==> src/rtl/iigs_shadow_ctrl.sv <==
// IIgs memory-side controller: fast/ROM/slow decode, shadow-write FIFO
// replayed into slow RAM at the 1 MHz slot rate, and stalled E0/E1 access.
module iigs_shadow_ctrl #(
    parameter int RAMSIZE  = 20,
    parameter int SLOW_DIV = 14,
    parameter int FIFO_AW  = 2
) (
    input  logic               clk_sys,
    input  logic               reset_n,
    input  logic               fast_ce,
    input  logic [7:0]         bank,
    input  logic [15:0]        addr,
    input  logic               we,
    input  logic [7:0]         dout,
    input  logic [7:0]         shadow,
    input  logic               io,
    input  logic               rdrom,
    input  logic               lc_we,
    output logic               cpu_wait,
    output logic               fastram_ce,
    output logic               rom_ce,
    output logic [7:0]         slow_rdata,
    output logic [16:0]        slowram_addr,
    output logic [7:0]         slowram_din,
    output logic               slowram_we,
    output logic               slowram_ce,
    input  logic [7:0]         slowram_q,
    output logic [FIFO_AW:0]   fifo_level
);

    localparam int CW    = (SLOW_DIV > 1) ? $clog2(SLOW_DIV) : 1;
    localparam int DEPTH = 1 << FIFO_AW;

    typedef enum logic [1:0] {
        IDLE,
        SLOW_PEND,
        SLOW_DONE
    } state_t;

    // ---------------------------------------------------------------
    // Registers
    // ---------------------------------------------------------------
    state_t              state_q;
    logic [CW-1:0]       cnt_q, cnt_d;
    logic                cpu_wait_q;
    logic [7:0]          slow_rdata_q;
    logic [16:0]         lat_addr_q;
    logic                lat_we_q;
    logic [7:0]          lat_dout_q;

    logic [24:0]         fifo_mem [DEPTH];
    logic [FIFO_AW-1:0]  wr_ptr_q, wr_ptr_d;
    logic [FIFO_AW-1:0]  rd_ptr_q, rd_ptr_d;
    logic [FIFO_AW:0]    count_q, count_d;
    logic                hold_q, hold_d;
    logic [24:0]         hold_data_q, hold_data_d;

    // ---------------------------------------------------------------
    // Address decode
    // ---------------------------------------------------------------
    logic in_0400, in_0800, in_2000, in_4000, in_2000_9fff;
    logic bank_lo, bank_01, lc_hi_wr, direct_slow, shadow_hit;

    // Combinational bus decode and shadow-region match
    always_comb begin
        rom_ce = (bank == 8'hFE) || (bank == 8'hFF)
              || ((bank == 8'h00) && (addr >= 16'hC100) && rdrom);

        lc_hi_wr = lc_we && we && (addr >= 16'hD000);

        fastram_ce = (bank < 8'(RAMSIZE)) && !io && (!rom_ce || lc_hi_wr);

        direct_slow = (bank[7:1] == 7'h70) && !io;

        bank_lo = (bank[7:1] == 7'h00);
        bank_01 = (bank == 8'h01);

        in_0400      = (addr[15:10] == 6'b000001);
        in_0800      = (addr[15:10] == 6'b000010);
        in_2000      = (addr[15:13] == 3'b001);
        in_4000      = (addr[15:13] == 3'b010);
        in_2000_9fff = (addr >= 16'h2000) && (addr <= 16'h9FFF);

        shadow_hit = we && bank_lo && fastram_ce && (
              (in_0400 && !shadow[0])
           || (in_0800 && !shadow[5])
           || (in_2000 && !shadow[1] && (!bank_01 || !shadow[4]))
           || (in_4000 && !shadow[2] && (!bank_01 || !shadow[4]))
           || (bank_01 && in_2000_9fff && !shadow[3]));
    end

    // ---------------------------------------------------------------
    // Slot timing and FIFO control
    // ---------------------------------------------------------------
    logic        slot, fifo_full, fifo_empty;
    logic        cpu_acc, new_hit, hold_set;
    logic        enq_new, enq_hold, enq, deq, cpu_issue;
    logic [24:0] new_entry, enq_data, head;

    // Per-cycle event decisions shared by the FIFO and the state machine
    always_comb begin
        slot       = (cnt_q == CW'(SLOW_DIV - 1));
        fifo_full  = (count_q == (FIFO_AW + 1)'(DEPTH));
        fifo_empty = (count_q == '0);
        head       = fifo_mem[rd_ptr_q];

        cpu_acc  = fast_ce && !cpu_wait_q;
        new_hit  = cpu_acc && shadow_hit;
        enq_new  = new_hit && !fifo_full;
        hold_set = new_hit && fifo_full;

        deq = slot && !fifo_empty && (state_q != SLOW_DONE);

        enq_hold = hold_q && (!fifo_full || deq);
        enq      = enq_new || enq_hold;

        new_entry = {bank[0], addr, dout};
        enq_data  = enq_hold ? hold_data_q : new_entry;

        cpu_issue = slot && fifo_empty && (state_q == SLOW_PEND);
    end

    // Slot counter, pointers, level and held-entry next state
    always_comb begin
        cnt_d       = slot ? '0 : cnt_q + CW'(1);
        wr_ptr_d    = enq ? wr_ptr_q + FIFO_AW'(1) : wr_ptr_q;
        rd_ptr_d    = deq ? rd_ptr_q + FIFO_AW'(1) : rd_ptr_q;
        count_d     = count_q;
        hold_d      = hold_q;
        hold_data_d = hold_data_q;

        unique case ({enq, deq})
            2'b10:   count_d = count_q + (FIFO_AW + 1)'(1);
            2'b01:   count_d = count_q - (FIFO_AW + 1)'(1);
            default: count_d = count_q;
        endcase

        if (hold_set) begin
            hold_d      = 1'b1;
            hold_data_d = new_entry;
        end else if (enq_hold) begin
            hold_d = 1'b0;
        end
    end

    // Slot counter and FIFO bookkeeping registers
    always_ff @(posedge clk_sys or negedge reset_n) begin
        if (!reset_n) begin
            cnt_q       <= '0;
            wr_ptr_q    <= '0;
            rd_ptr_q    <= '0;
            count_q     <= '0;
            hold_q      <= 1'b0;
            hold_data_q <= '0;
        end else begin
            cnt_q       <= cnt_d;
            wr_ptr_q    <= wr_ptr_d;
            rd_ptr_q    <= rd_ptr_d;
            count_q     <= count_d;
            hold_q      <= hold_d;
            hold_data_q <= hold_data_d;
        end
    end

    // Shadow FIFO storage; contents are don't-care until written
    always_ff @(posedge clk_sys) begin
        if (enq) begin
            fifo_mem[wr_ptr_q] <= enq_data;
        end
    end

    // ---------------------------------------------------------------
    // Slow-access state machine
    // ---------------------------------------------------------------
    // Tracks the stalled direct access and owns cpu_wait / read data
    always_ff @(posedge clk_sys or negedge reset_n) begin
        if (!reset_n) begin
            state_q      <= IDLE;
            cpu_wait_q   <= 1'b0;
            slow_rdata_q <= '0;
            lat_addr_q   <= '0;
            lat_we_q     <= 1'b0;
            lat_dout_q   <= '0;
        end else begin
            unique case (state_q)
                IDLE: begin
                    if (cpu_acc && direct_slow) begin
                        lat_addr_q <= {bank[0], addr};
                        lat_we_q   <= we;
                        lat_dout_q <= dout;
                        cpu_wait_q <= 1'b1;
                        state_q    <= SLOW_PEND;
                    end else if (hold_set) begin
                        cpu_wait_q <= 1'b1;
                    end else if (enq_hold) begin
                        cpu_wait_q <= 1'b0;
                    end
                end
                SLOW_PEND: begin
                    if (cpu_issue) begin
                        state_q <= SLOW_DONE;
                    end
                end
                SLOW_DONE: begin
                    if (!lat_we_q) begin
                        slow_rdata_q <= slowram_q;
                    end
                    cpu_wait_q <= 1'b0;
                    state_q    <= IDLE;
                end
                default: begin
                    state_q <= IDLE;
                end
            endcase
        end
    end

    // Slow RAM port: one strobe per slot, idle bus parked at zero
    always_comb begin
        slowram_ce   = deq || cpu_issue;
        slowram_we   = deq || (cpu_issue && lat_we_q);
        slowram_addr = '0;
        slowram_din  = '0;
        if (deq) begin
            slowram_addr = head[24:8];
            slowram_din  = head[7:0];
        end else if (cpu_issue) begin
            slowram_addr = lat_addr_q;
            slowram_din  = lat_dout_q;
        end
    end

    assign cpu_wait   = cpu_wait_q;
    assign slow_rdata = slow_rdata_q;
    assign fifo_level = count_q;

endmodule

==> config.mk <==
export PLATFORM = sky130hd
export DESIGN_NAME = iigs_shadow_ctrl
export DESIGN_NICKNAME = d
export VERILOG_FILES = /design/src/rtl/iigs_shadow_ctrl.sv
export SDC_FILE = /design/constraint.sdc
export NUM_CORES = 1
export LEC_CHECK = 0
export CAP_MARGIN = 20
export CORE_UTILIZATION = 45
export DETAILED_ROUTE_END_ITERATION = 10
export PLACE_DENSITY = 0.73
export REMOVE_ABC_BUFFERS = 1
export SYNTH_ARGS = -nofsm -noshare
export SYNTH_HDL_FRONTEND = slang
export SYNTH_SLANG_ARGS = --single-unit
==> constraint.sdc <==
create_clock -name clk_sys -period 2.6 [get_ports clk_sys]
set_input_delay 0.52 -clock clk_sys [delete_from_list [all_inputs] [get_ports clk_sys]]
set_output_delay 0.52 -clock clk_sys [all_outputs]
set_load 0.005 [all_outputs]
Word-level counts from Yosys, hierarchy flattened
Memory sizes are Yosys's and may differ from the RTL's.
Index checks and enable logic that the tools add are counted.
{"block": "word_totals", "elab_cells": 123, "out_inout_bits": 41, "ram_bits": 100, "memories": 1, "reg_bits": 74}
{"memory": "fifo_mem", "words": 4, "width": 25, "rd": 1, "rd_ports_with_merged_regs": 0, "write_ports": 1, "line": "51", "rtl": "logic [24:0] fifo_mem [DEPTH];"}
{"block": "op_classes", "n_eq_ne": 18, "n_lt_le_gt_ge": 5, "mux": 16, "bitwise_logic": 1, "n_addsub": 5, "n_reduce_logical": 65}
{"operator": "$mux W17", "n": 2}
{"operator": "$ge A16 B16 Y1 const B", "n": 2}
{"operator": "$logic_and A1 B1 Y1", "n": 30}
{"operator": "$mux W25", "n": 1}
{"operator": "$eq A8 B8 Y1 const B", "n": 2}
{"operator": "$ge A16 B14 Y1 const B", "n": 1}
{"operator": "$le A16 B16 Y1 const B", "n": 1}
{"operator": "$mux W8", "n": 2}
{"operator": "$logic_not A1 Y1", "n": 12}
{"operator": "$logic_or A1 B1 Y1", "n": 12}
{"operator": "$eq A8 B1 Y1 const B", "n": 1}
{"operator": "$logic_not A8 Y1", "n": 1}
{"operator": "$lt A8 B5 Y1 const B", "n": 1}
{"operator": "$reduce_and A2 Y1", "n": 4}
{"operator": "$eq A7 B7 Y1 const B", "n": 1}
{"operator": "$logic_not A7 Y1", "n": 1}
{"operator": "$eq A6 B1 Y1 const B", "n": 1}
{"operator": "$eq A6 B2 Y1 const B", "n": 1}
{"operator": "$ne A2 B2 Y1 const B", "n": 3}
{"operator": "$pmux W3 S2", "n": 1}
{"operator": "$reduce_bool A2 Y1", "n": 3}
{"operator": "$mux W1", "n": 5}
{"operator": "$add A2 B1 Y2 const B", "n": 2}
{"operator": "$add A4 B1 Y4 const B", "n": 1}
{"operator": "other kinds (16)", "n": 19}

Logic depth before layout (Yosys ltp)
Gate-level depths: netlist (run 1).
{"block": "logic_depth", "ltp_word": 14, "mapped_depth": 12}

Least setup slack after synthesis (run 1)
Ideal clock, no wire load.
{"block": "synth_path", "path_kind": "input -> register", "startpoint": "in bank[1]", "endpoint": "mem fifo_mem[0][0], enable pin", "path_stages": 5, "path_slack_ns": -0.503, "t_required_ns": 2.216, "path_buffers": 0, "setup_ns": 0.384, "arrival_time_ns": 2.719, "cell_sequence": "or4_4 or2_4 or4_4 o21ai_4 and2_1"}
{"block": "synth_via", "elab_chain_cells": 14, "elab_cells_between_ends": 31, "classes_between": "order compare (1); eq/ne (3); mux (2); reduce/logical (25)"}
{"item": "from (decl)", "line": "11", "rtl": "input logic [7:0] bank,"}
{"item": "branches (longest 8 deep; another with $lt A8 B5 Y1)"}
{"item": "$logic_and A1 B1 Y1 (*)", "line": "84", "rtl": "shadow_hit = we && bank_lo && fastram_ce && ("}
{"item": "$logic_and A1 B1 Y1 (*)", "line": "108", "rtl": "new_hit = cpu_acc && shadow_hit;"}
{"item": "$logic_and A1 B1 Y1 (*)", "line": "109", "rtl": "enq_new = new_hit && !fifo_full;"}
{"item": "$logic_or A1 B1 Y1 (*)", "line": "115", "rtl": "enq = enq_new || enq_hold;"}
{"item": "$mux W1 (*)", "line": "167", "rtl": "if (enq) begin"}
{"item": "$mux W1 (implied by the code) (*)", "line": "168", "rtl": "fifo_mem[wr_ptr_q] <= enq_data;"}
{"item": "to (decl)", "line": "51"}
Mark *: on every way between the ends.

Worst setup path after layout (run 1)
{"block": "layout_path", "startpoint": "reg cnt_q[1]", "endpoint": "out slowram_addr[10]"}
{"block": "layout_via", "elab_chain_cells": 5, "elab_cells_between_ends": 7, "classes_between": "eq/ne (1); mux (2); reduce/logical (4)"}
{"item": "from (decl)", "line": "44", "rtl": "logic [CW-1:0] cnt_q, cnt_d;"}
{"item": "from (signal assigned)", "line": "156", "rtl": "cnt_q <= cnt_d;"}
{"item": "$eq A4 B4 Y1 (*)", "line": "102", "rtl": "slot = (cnt_q == CW'(SLOW_DIV - 1));"}
{"item": "$logic_and A1 B1 Y1 (2 in series)", "line": "120", "rtl": "cpu_issue = slot && fifo_empty && (state_q == SLOW_PEND);"}
{"item": "$mux W17", "line": "227", "rtl": "end else if (cpu_issue) begin"}
{"item": "$mux W17 (*)", "line": "224", "rtl": "if (deq) begin"}
{"item": "to (decl)", "line": "23", "rtl": "output logic [16:0] slowram_addr,"}
Mark *: on every way between the ends. The rest lies on a longest branch, timed or not.

==> metrics.md, run 1 <==
| Metric | Value |
|---|---|
| Antenna Nets Post-Route | `0` |
| Global route total overflow | `0` |
| CTS tree | `done` |
| Vias | `about 4700` |
| WL/cell | `roughly 21 um` |
| Area occupied by multi-input gates | `2570 sq um` |
| Clk root buf | `clkbuf_16` |
| # placed instances | `between 700 and 800` |
| Fin nets | `686` |
| DPL Wire Length | `11100 um` |
| Number of I/O pins | `96` |
| Yosys warns | `0` |
| Async set-reset flop share out of synthesis | `42.5%` |
| Main synth FF type | `edfxtp_1` |
| Worst-path fanout max | `4` |
| Post-route setup slack | `-0.0612 ns` |
| Peak Freq | `approximately 380 MHz` |
| TritonCTS Buffers | `17` |
| MaxCap Viol Count | `0` |
| I/O Buffers | `93` |
| Post-synthesis cell type count | `49` |
| CTS max path bufs | `2` |
| DRT iter0 DRCs | `282` |
| Avg Cell Area, Syn | `17.4 sq um` |
| Gate Count Post-Synth | `427` |
| Die ar. | `17100 sq um` |
| Reg clk slew, reported paths | `0.06 ns` |
| Fin. Hold Viols | `0` |
| Hold_buf cts | `0` |
| Share of layout cells above drive strength 1 | `47.6%` |
| Area growth, synth to finish | `35.2%` |
| Pwr Density | `547 nW/um^2` |
| Unrepaired setup endpoints after global routing | `true` |
| Leakage Power | `~0.0043 uW` |
| # fillers | `1174` |
| Layout Cells excl Fill | `854` |
| CP Class | `register to primary output` |
| WP data required | `2.08 ns` |
| Vias in the first global route | `just under 5000` |
| DP Worst Slack | `-0.891 ns` |
| Drt total wl | `roughly 18000 um` |
| Minimum clock period | `2.66 ns` |
| Clk Latency, worst-skew pair | `0.42 ns` |
| Initial Utilization | `46.5%` |
| Detailed Routing Iterations Pass 1 | `4` |
| CTS H-tree depth | `4` |
| Worst slew margin | `42.0%` |
| Initial antenna violation count | `0` |
| CP startpoint kind | `register` |
| Register area | `4860 sq um` |
| RePlAce Congestion | `0.812` |
| # DRC | `0` |
| Final period util | `102%` |
| Die Ht | `131 um` |
| Diode count | `0` |
| CTS Sinks | `174` |
| VDD IR-drop max | `0.000507 V` |
| Die Width | `about 130 um` |
| Core area | `16000 sq um` |
| Final clock skew | `roughly 0.01 ns` |
| Worst min-delay path class | `input port to async pin` |
| Final setup viols | `2` |
| Failing checks | `negative setup slack` |
| Vias/cell | `between 5 and 6` |
| Worst Tran Pin Value | `0.871 ns` |
| Site row count | `46` |
| FF+latch count, synth | `174` |
| GRT Overall Usage | `21.8%` |
| Largest net degree at the start of global routing | `66` |
| First-pass GRT wire length | `about 27000 um` |
| EDFF count, synth | `100` |
| Seq/Total Area, Yosys | `65.2%` |
| Crit path capture type | `primary output` |
| Outcome | `finished with violations` |
| Arrival @ worst endpoint | `2.14 ns` |
| Fin. max-slew vios | `0` |
| Synth Cell Area | `7450 sq um` |
[synthesized netlist by cell type, types with 2 or more instances]
library cell  instances  area, sq um
a21oi_1               2         10.0
a22o_1               25          219
and2_1                4         25.0
and3_1                2         12.5
buf_1                 5         18.8
buf_6                 2         22.5
clkbuf_1             10         37.5
dfrtp_1              74         1850
edfxtp_1            100         3000
ha_1                  5         62.6
inv_1                 7         26.3
mux2_2               65          732
mux2_4               21          315
mux4_2               25          563
nand2_1              12         45.0
nand2b_1              3         18.8
nand3b_1              2         15.0
nand4_1               4         25.0
nor2_1                8         30.0
nor3_1                4         20.0
nor3b_1               6         45.0
nor4_1                3         18.8
o21ai_0               6         30.0
or3_1                 2         12.5
or4_4                 2         22.5
xnor2_1               3         26.3
xor2_1                3         26.3
[through the flow]
step | setup TNS (ns) | hold WS, ns | area [sq um] | total power [uW] | utilization [%]
global route | -0.901 | 0.278 | 10100 | 5670 | 62.9
global placement | -87.87 | 0.484 | 9070 | 3180 | 56.7
detailed placement | -91.05 | 0.490 | 9070 | 3190 | 56.7
CTS | -0.912 | 0.244 | 9810 | 5540 | 61.3
floorplan | -63.06 | 0.224 | 7360 | 3020 | -
finish | -0.0673 | 0.200 | 10100 | 5510 | 62.9
[registers in the layout, summed over array words and instances, names as in the netlist]
name         flops
fifo_mem       100
hold_data_q     25
wr_ptr_q         2
lat_dout_q       8
hold_q           1
lat_we_q         1
slow_rdata       8
state_q          2
lat_addr_q      17
cnt_q            4
fifo_level       3
rd_ptr_q         2
cpu_wait         1
[cells by family after synthesis]
group / after synthesis / synth area share [%]
DFF: 174 / 65.2
AOI/OAI and AO/OA: 43 / 4.84
adders and majority gates: 6 / 1.11
xor gates and xnor gates: 6 / 0.706
and+or+nand+nor: 60 / 4.87
muxes: 112 / 21.8
buffers and inverters: 26 / 1.53
[layout make-up]
class	instances	share of cell area, %
timing repair buffer	197	17.9
clock inverter	14	1.18
sequential	174	48.2
tap	216	2.68
inverter	8	0.298
multi-input combinational	227	25.5
clock buffer	18	4.26
[placed cells by master, fill, tap and decap left out, types with 3 or more instances in the layout]
master             n
dfrtp_1           73
mux4_2            25
clkbuf_2          13
buf_4             75
buf_6             17
nor3b_1            5
ha_1               4
mux2_4            21
nand2_1           10
nor2_1             6
dlygate4sd2_1      8
inv_6              3
a22o_1            25
clkbuf_16         19
clkinvlp_4         4
buf_8              4
inv_1              6
mux2_2            65
nand4_1            4
buf_12             8
o21ai_0            6
xnor2_1            3
clkinv_2           4
edfxtp_1         100
xor2_1             3
buf_2             16
nand2b_1           3
clkdlybuf4s50_1   52
and2_1             4
[worst max-delay path: stages, from the launching register on]
cell,delay (ns)
dfrtp_1,0.38
and4b_2,0.32
nand2_2,0.07
nor3_4,0.16
buf_12,0.15
buf_8,0.11
buf_6,0.11
buf_6,0.10
a22o_1,0.18
buf_2,0.13
[where the power goes]
group	switching, uW	internal, uW
clock network	1060	1320
registers	0	2920
logic	96.7	111
[per-layer routing]
| metal | routed length, um | track usage, % | vias to the layer above | share of wire (%) |
|---|---|---|---|---|
| met1 | 7440 | 26.1 | 2492 | 41 |
| met5 | 0 | 0 | - | 0 |
| met2 | 9710 | 39.2 | 122 | 54 |
| met3 | 643 | 4.32 | 25 | 3.6 |
| li1 | - | - | 2066 | - |
| met4 | 312 | 7.37 | 0 | 1.7 |
[worst paths after layout]
| kind | start | to | slack (ns) | cells past startpoint |
|---|---|---|---|---|
| hold reg to reg | hold_data_q[24] | hold_data_q[24] | 0.50 | 1 |
| max in group asynchronous | reset_n | hold_data_q[9] | 1.68 | 2 |
| min in group clk_sys | hold_data_q[24] | hold_data_q[24] | 0.50 | 1 |
| setup reg to reg | cnt_q[1] | fifo_level[2] | 0.16 | 12 |
| hold / removal | reset_n | cnt_q[1] | 0.20 | 1 |
| setup / recovery | cnt_q[1] | slowram_addr[10] | -0.06 | 9 |
[timing repair]
item	4_1_cts	5_1_grt
cloned	3	2
gates resized for setup	131	39
pin swaps	22	16
buffers inserted	17	24
setup endpoints to repair	133	56
Power figures use the tool's default switching activity.
==> run 2: changes to the inputs <==
- CORE_ASPECT_RATIO: default -> 0.6
- TNS_END_PERCENT: default -> 20
==> run 2 against run 1 <==
Die area about the same. Routed wire length down 1.7%. Clock-buffer cell count up 1. Register-to-register slack worse by 0.13 ns. First-iteration DRC count down 9.6%. Via count down 1.9%. The flow still finishes with violations (negative setup slack). Sequential share of layout area up 0.16 points.
==> metrics.md, run 2 (same netlist as run 1, synthesis figures left out) <==
| Metric | Value |
|---|---|
| Area growth, synth to finish | `34.8% (was 35.2%)` |
| Pint | `4620 uW (was 4350 uW)` |
| Largest incremental delay on the critical path | `0.38 ns (about the same)` |
| MaxCap Viol Count | `0 (unchanged)` |
| Largest registers | `fifo_mem x100, hold_data_q x25, lat_addr_q x17 (unchanged)` |
| Detailed Routing Iterations Pass 1 | `5 (was 4)` |
| Vias/cell | `5.59 (was 5.51)` |
| Peak Freq | `366 MHz (was 376 MHz)` |
| Arrival @ worst endpoint | `2.21 ns (was 2.14 ns)` |
| Clk root buf | `clkbuf_16 (unchanged)` |
| Worst slew margin | `42.8% (was 42.0%)` |
| Post-DP Area | `9040 sq um (was 9070 sq um)` |
| Die Width | `168 um (was 131 um)` |
| Max reg flops | `100 (unchanged)` |
| Worst Tran Pin Value | `0.858 ns (was 0.871 ns)` |
| Worst r2r dst | `fifo_level[2] (unchanged)` |
| Sw frac | `20.7% (was 21.1%)` |
| DPL Wire Length | `10900 um (was 11100 um)` |
| Reg2reg start | `cnt_q[1] (unchanged)` |
| CP startpoint kind | `register (unchanged)` |
| Commonest non-fill, non-tap cells in the layout | `edfxtp_1, dfrtp_1, mux2_2 (was edfxtp_1, buf_4, dfrtp_1)` |
| Psw | `1200 uW (was 1160 uW)` |
| Worst-path fanout max | `3 (was 4)` |
| Number of I/O pins | `96 (unchanged)` |
| WP data required | `2.08 ns (about the same)` |
| Share of layout cells above drive strength 1 | `45.9% (was 47.6%)` |
| Die ar. | `17100 sq um (about the same)` |
| Clk Latency, worst-skew pair | `0.42 ns (about the same)` |
| # DRC | `0 (unchanged)` |
| Vias | `4614 (was 4705)` |
| Fin. Hold Viols | `0 (unchanged)` |
| Initial antenna violation count | `0 (unchanged)` |
| Reg clk slew, reported paths | `0.07 ns (was 0.06 ns)` |
| Slowest-stage cell, CP | `dfrtp_1 (unchanged)` |
| Worst Reg2Reg Path Length in Cells | `13 (was 12)` |
| Largest net degree at the start of global routing | `63 (was 66)` |
| Site row count | `36 (was 46)` |
| Reg power frac | `50.2% (was 53.0%)` |
| CP Class | `register to primary output (unchanged)` |
| TritonCTS Buffers | `17 (unchanged)` |
| WL/cell | `21.6 um (was 21.2 um)` |
| DRT iter0 DRCs | `255 (was 282)` |
| Leakage Power | `0.00424 uW (was 0.00427 uW)` |
| CTS H-tree depth | `4 (unchanged)` |
| Die Ht | `102 um (was 131 um)` |
| Clk pwr share | `46.3% (was 43.2%)` |
| Diode count | `0 (unchanged)` |
| Crit path capture type | `primary output (unchanged)` |
| Antenna Nets Post-Route | `0 (unchanged)` |
| # fillers | `1124 (was 1174)` |
| Post-route cell area | `10000 sq um (was 10100 sq um)` |
| Drt total wl | `17800 um (was 18100 um)` |
| Most flop-heavy register | `fifo_mem (unchanged)` |
| First-pass GRT wire length | `28200 um (was 26900 um)` |
| Critical path cell sequence | `and4b_2, buf_6, nand2_4, nor3_4, buf_6, buf_8, buf_8, buf_6, a22o_1, buf_2 (was and4b_2, nand2_2, nor3_4, buf_12, buf_8, buf_6, buf_6, a22o_1, buf_2)` |
| Vias in the first global route | `4994 (was 4934)` |
| Initial Utilization | `45.9% (was 46.5%)` |
| Logic gate share of total power | `3.5% (was 3.8%)` |
| CTS Sinks | `174 (unchanged)` |
| Failing checks | `negative setup slack (unchanged)` |
| GRT Overall Usage | `22.6% (was 21.8%)` |
| Final setup viols | `25 (was 2)` |
| Fin. max-slew vios | `0 (unchanged)` |
| Overall Power | `5820 uW (was 5510 uW)` |
| CTS max path bufs | `2 (unchanged)` |
| Unrepaired setup endpoints after global routing | `true (unchanged)` |
| Core area | `16200 sq um (was 16000 sq um)` |
| Reg2reg setup slack | `0.03 ns (was 0.16 ns)` |
| Crit-path most repeated cell | `buf_6 (unchanged)` |
| CTS tree | `done (unchanged)` |
| Post-route setup slack | `-0.133 ns (was -0.0612 ns)` |
| Fin nets | `664 (was 686)` |
| Commonest non-fill, non-tap cell in the layout | `edfxtp_1 (unchanged)` |
| Minimum clock period | `2.73 ns (was 2.66 ns)` |
| Final period util | `105% (was 102%)` |
| VDD IR-drop max | `0.000329 V (was 0.000507 V)` |
| DP Worst Slack | `-0.919 ns (was -0.891 ns)` |
| Global route total overflow | `0 (unchanged)` |
| I/O Buffers | `93 (unchanged)` |
| Pwr Density | `580 nW/um^2 (was 547 nW/um^2)` |
| Worst min-delay path class | `input port to async pin (unchanged)` |
| Final clock skew | `0.00872 ns (was 0.00992 ns)` |
| Outcome | `finished with violations (unchanged)` |
| RePlAce Congestion | `0.837 (was 0.812)` |
-- run 2: changes by cell type in the layout (fill, tap and decap cells not counted), moves of 3 or more --
cell        delta
buf_12         +4
buf_2         +11
buf_4         -26
clkbuf_2      -13
clkinvlp_4     -4
inv_6          +3
-- run 2: power by group through the flow --
stage | registers [uW] | clock network, uW | logic, uW
final | 2920 | 2690 | 207
after global routing | 2920 | 2860 | 223
after CTS | 2920 | 2730 | 205
after detailed placement | 2980 | 0 | 207
after global placement | 2980 | 0 | 196
after floorplan | 2980 | 0 | 44.3
-- run 2: final cells by class --
cell class,count,area [sq um],area share [%]
Sequential cell,174,4860,48.4
Multi-Input combinational cell,227,2580,25.7
Timing Repair Buffer,175,1680,16.8
Clock buffer,19,453,4.51
Tap cell,209,262,2.61
Clock inverter,13,173,1.72
Inverter,8,30.0,0.299
-- run 2: how the worst max path moves through the flow --
stage / cells past startpoint / slack (ns) / startpoint / to
2_1_floorplan: 5 / -0.50 / bank[1] / fifo_mem[0][0]
3_3_place_gp: 7 / -0.92 / addr[10] / fastram_ce
3_5_place_dp: 7 / -0.92 / addr[10] / fastram_ce
4_1_cts: 10 / -0.14 / cnt_q[1] / slowram_addr[15]
5_1_grt: 10 / -0.21 / cnt_q[1] / slowram_addr[15]
6_report: 10 / -0.13 / cnt_q[1] / slowram_addr[15]
-- run 2: metrics by stage --
stage | instances | utilization, % | setup TNS (ns) | hold slack (ns)
2_1_floorplan | 409 | - | -63.06 | 0.224
3_5_place_dp | 758 | 55.7 | -87.89 | 0.493
5_1_grt | 825 | 61.9 | -3.71 | 0.254
3_3_place_gp | 758 | 55.7 | -80.66 | 0.487
4_1_cts | 823 | 61.7 | -1.10 | 0.225
6_report | 825 | 61.9 | -1.94 | 0.204
-- run 2: critical path: cells and delay by family (launching register included) --
kind            cells  cell delay (ns)
buf+inv             6             0.68
flops               1             0.38
simple gates        3             0.56
compound gates      1             0.16
-- run 2: routing by layer --
metal	part of all wire, %	track usage, %	routed length, um	vias to the layer above
li1	-	-	-	2033
met4	1.6	7.55	281	0
met5	0	0	0	-
met2	48	37.4	8580	167
met3	5.6	5.00	1000	29
met1	45	30.0	7940	2385
-- run 2: what timing repair did --
item	in CTS	in global routing
hold buffers	0	0
pin swaps	39	14
resized for setup	178	6
cloned	2	0
setup endpoints to repair	157	30
buffers inserted	32	5
==> run 3: changes to the inputs <==
- CORE_MARGIN: default -> 10
==> run 3 against run 2 <==
The flow now finishes without violations. Clock-buffer cell count up 2. Cell count is 1.6% lower. Die area is 30% higher. First-iteration DRC count increased by 27%. Sequential power about the same. Sequential share of layout area up 0.76 points. Utilization fell by 0.96 points. Clock skew rose by 0.0033 ns. Via count fell by 2.4%. Worst hold slack worse by 0.15 ns. Non-clock buffer count fell by 13. Critical path type unchanged.
==> metrics.md, run 3 (same netlist as run 1, synthesis figures left out) <==
| Metric | Value |
|---|---|
| Antenna Nets Post-Route | `0 (unchanged)` |
| Worst Tran Pin Value | `0.629 ns (was 0.858 ns)` |
| Die Width | `186 um (was 168 um)` |
| Commonest non-fill, non-tap cells in the layout | `edfxtp_1, dfrtp_1, mux2_2 (unchanged)` |
| GRT Overall Usage | `17.0% (was 22.6%)` |
| Vias in the first global route | `5023 (was 4994)` |
| DP Worst Slack | `-0.843 ns (was -0.919 ns)` |
| First-pass GRT wire length | `29100 um (was 28200 um)` |
| Outcome | `complete, no violations (was finished with violations)` |
| Largest registers | `fifo_mem x100, hold_data_q x25, lat_addr_q x17 (unchanged)` |
| Vias/cell | `5.55 (was 5.59)` |
| Critical path cell sequence | `and4b_2, nand2_4, nor3_4, buf_6, buf_12, buf_6, a22o_1, buf_2 (was and4b_2, buf_6, nand2_4, nor3_4, buf_6, buf_8, buf_8, buf_6, a22o_1, buf_2)` |
| Number of I/O pins | `96 (unchanged)` |
| WL/cell | `22.4 um (was 21.6 um)` |
| Post-route setup slack | `0.0123 ns (was -0.133 ns)` |
| I/O Buffers | `93 (unchanged)` |
| CP startpoint kind | `register (unchanged)` |
| Crit-path most repeated cell | `buf_6 (unchanged)` |
| Die Ht | `120 um (was 102 um)` |
| Final setup viols | `0 (was 25)` |
| Max reg flops | `100 (unchanged)` |
| Area growth, synth to finish | `32.7% (was 34.8%)` |
| DPL Wire Length | `11500 um (was 10900 um)` |
| RePlAce Congestion | `0.844 (was 0.837)` |
| WHS | `0.0579 ns (was 0.204 ns)` |
| Unrepaired setup endpoints after global routing | `true (unchanged)` |
| Overall Power | `5690 uW (was 5820 uW)` |
| Fin nets | `651 (was 664)` |
| Setup_tns | `0 ns (was -1.94 ns)` |
| Pwr Density | `575 nW/um^2 (was 580 nW/um^2)` |
| Core area | `16200 sq um (unchanged)` |
| CTS H-tree depth | `4 (unchanged)` |
| CTS max path bufs | `2 (unchanged)` |
| Global route total overflow | `0 (unchanged)` |
| Commonest non-fill, non-tap cell in the layout | `edfxtp_1 (unchanged)` |
| Diode count | `0 (unchanged)` |
| Clk root buf | `clkbuf_16 (unchanged)` |
| CTS Sinks | `174 (unchanged)` |
| Final clock skew | `0.0120 ns (was 0.00872 ns)` |
| Worst Reg2Reg Path Length in Cells | `11 (was 13)` |
| Arrival @ worst endpoint | `2.07 ns (was 2.21 ns)` |
| WP data required | `2.08 ns (about the same)` |
| TritonCTS Buffers | `17 (unchanged)` |
| Worst slew margin | `57.9% (was 42.8%)` |
| Minimum clock period | `2.59 ns (was 2.73 ns)` |
| Leakage Power | `0.00413 uW (was 0.00424 uW)` |
| DRT iter0 DRCs | `324 (was 255)` |
| Reg2reg start | `fifo_level[2] (was cnt_q[1])` |
| Crit path capture type | `primary output (unchanged)` |
| MaxCap Viol Count | `0 (unchanged)` |
| Share of layout cells above drive strength 1 | `45.1% (was 45.9%)` |
| CTS tree | `done (unchanged)` |
| Drt total wl | `18200 um (was 17800 um)` |
| Largest incremental delay on the critical path | `0.39 ns (was 0.38 ns)` |
| Fin. Hold Viols | `0 (unchanged)` |
| Slowest-stage cell, CP | `dfrtp_1 (unchanged)` |
| VDD IR-drop max | `0.000402 V (was 0.000329 V)` |
| Fin. max-slew vios | `0 (unchanged)` |
| Clk Latency, worst-skew pair | `0.42 ns (about the same)` |
| Die ar. | `22300 sq um (was 17100 sq um)` |
| Worst min-delay path class | `input port to async pin (unchanged)` |
| Final period util | `99.5% (was 105%)` |
| Initial antenna violation count | `0 (unchanged)` |
| Site row count | `36 (unchanged)` |
| Peak Freq | `386 MHz (was 366 MHz)` |
| Reg clk slew, reported paths | `0.07 ns (about the same)` |
| Most flop-heavy register | `fifo_mem (unchanged)` |
| # DRC | `0 (unchanged)` |
| Vias | `4503 (was 4614)` |
| Detailed Routing Iterations Pass 1 | `4 (was 5)` |
| CP Launch Point | `cnt_q[1] (unchanged)` |
| Initial Utilization | `45.9% (unchanged)` |
| Largest net degree at the start of global routing | `37 (was 63)` |
| Worst-path fanout max | `4 (was 3)` |
| CP Class | `register to primary output (unchanged)` |
-- run 3: final timing paths --
path,to,slack [ns]
worst max register to register,fifo_level[2],0.11
worst min-delay path,hold_data_q[12],0.06
min in group clk_sys,hold_data_q[22],0.51
worst max-delay path,slowram_addr[15],0.01
max in group asynchronous,lat_addr_q[10],1.85
worst min register to register,hold_data_q[22],0.51
-- run 3: worst max-delay path, delay by kind of cell, from the launching register on --
| kind | cells | cell delay [ns] |
|---|---|---|
| flip-flops | 1 | 0.39 |
| AND/OR/NAND/NOR | 3 | 0.58 |
| buffers and inverters | 4 | 0.50 |
| AO/OA/AOI/OAI | 1 | 0.18 |
-- run 3: through the flow --
step                      instance area [sq um]  util, %  cells
after global placement                     9130     56.3    768
after detailed placement                   9130     56.3    768
after global routing                       9880     60.9    812
after floorplan                            7360        -    409
after CTS                                  9910     61.1    809
final                                      9880     60.9    812
-- run 3: cell type report --
class	count	area, sq um
clock buffer	21	470
timing repair buffer	162	1560
multi-input combinational	227	2570
sequential	174	4860
fill	1156	6330
tap	209	262
inverter	8	30.0
clock inverter	11	130
-- run 3: power by group --
part	switching (uW)	internal (uW)	leakage, uW
Clock	1050	1500	0.000283
Combinational	100	113	0.00196
Sequential	0	2920	0.00189
Total	1150	4540	0.00413
-- run 3: metal layers --
metal  share of wire (%)  global-route usage, %
met5                   0                      0
met4                0.56                   2.86
met3                 6.3                   5.24
met2                  48                   27.1
met1                  45                   22.8
-- run 3: what timing repair did --
action,4_1_cts,5_1_grt
hold buffers,0,0
gates resized for setup,106,54
pin swaps,20,15
buffers inserted,7,4
setup endpoints to repair,133,29
cloned,3,0
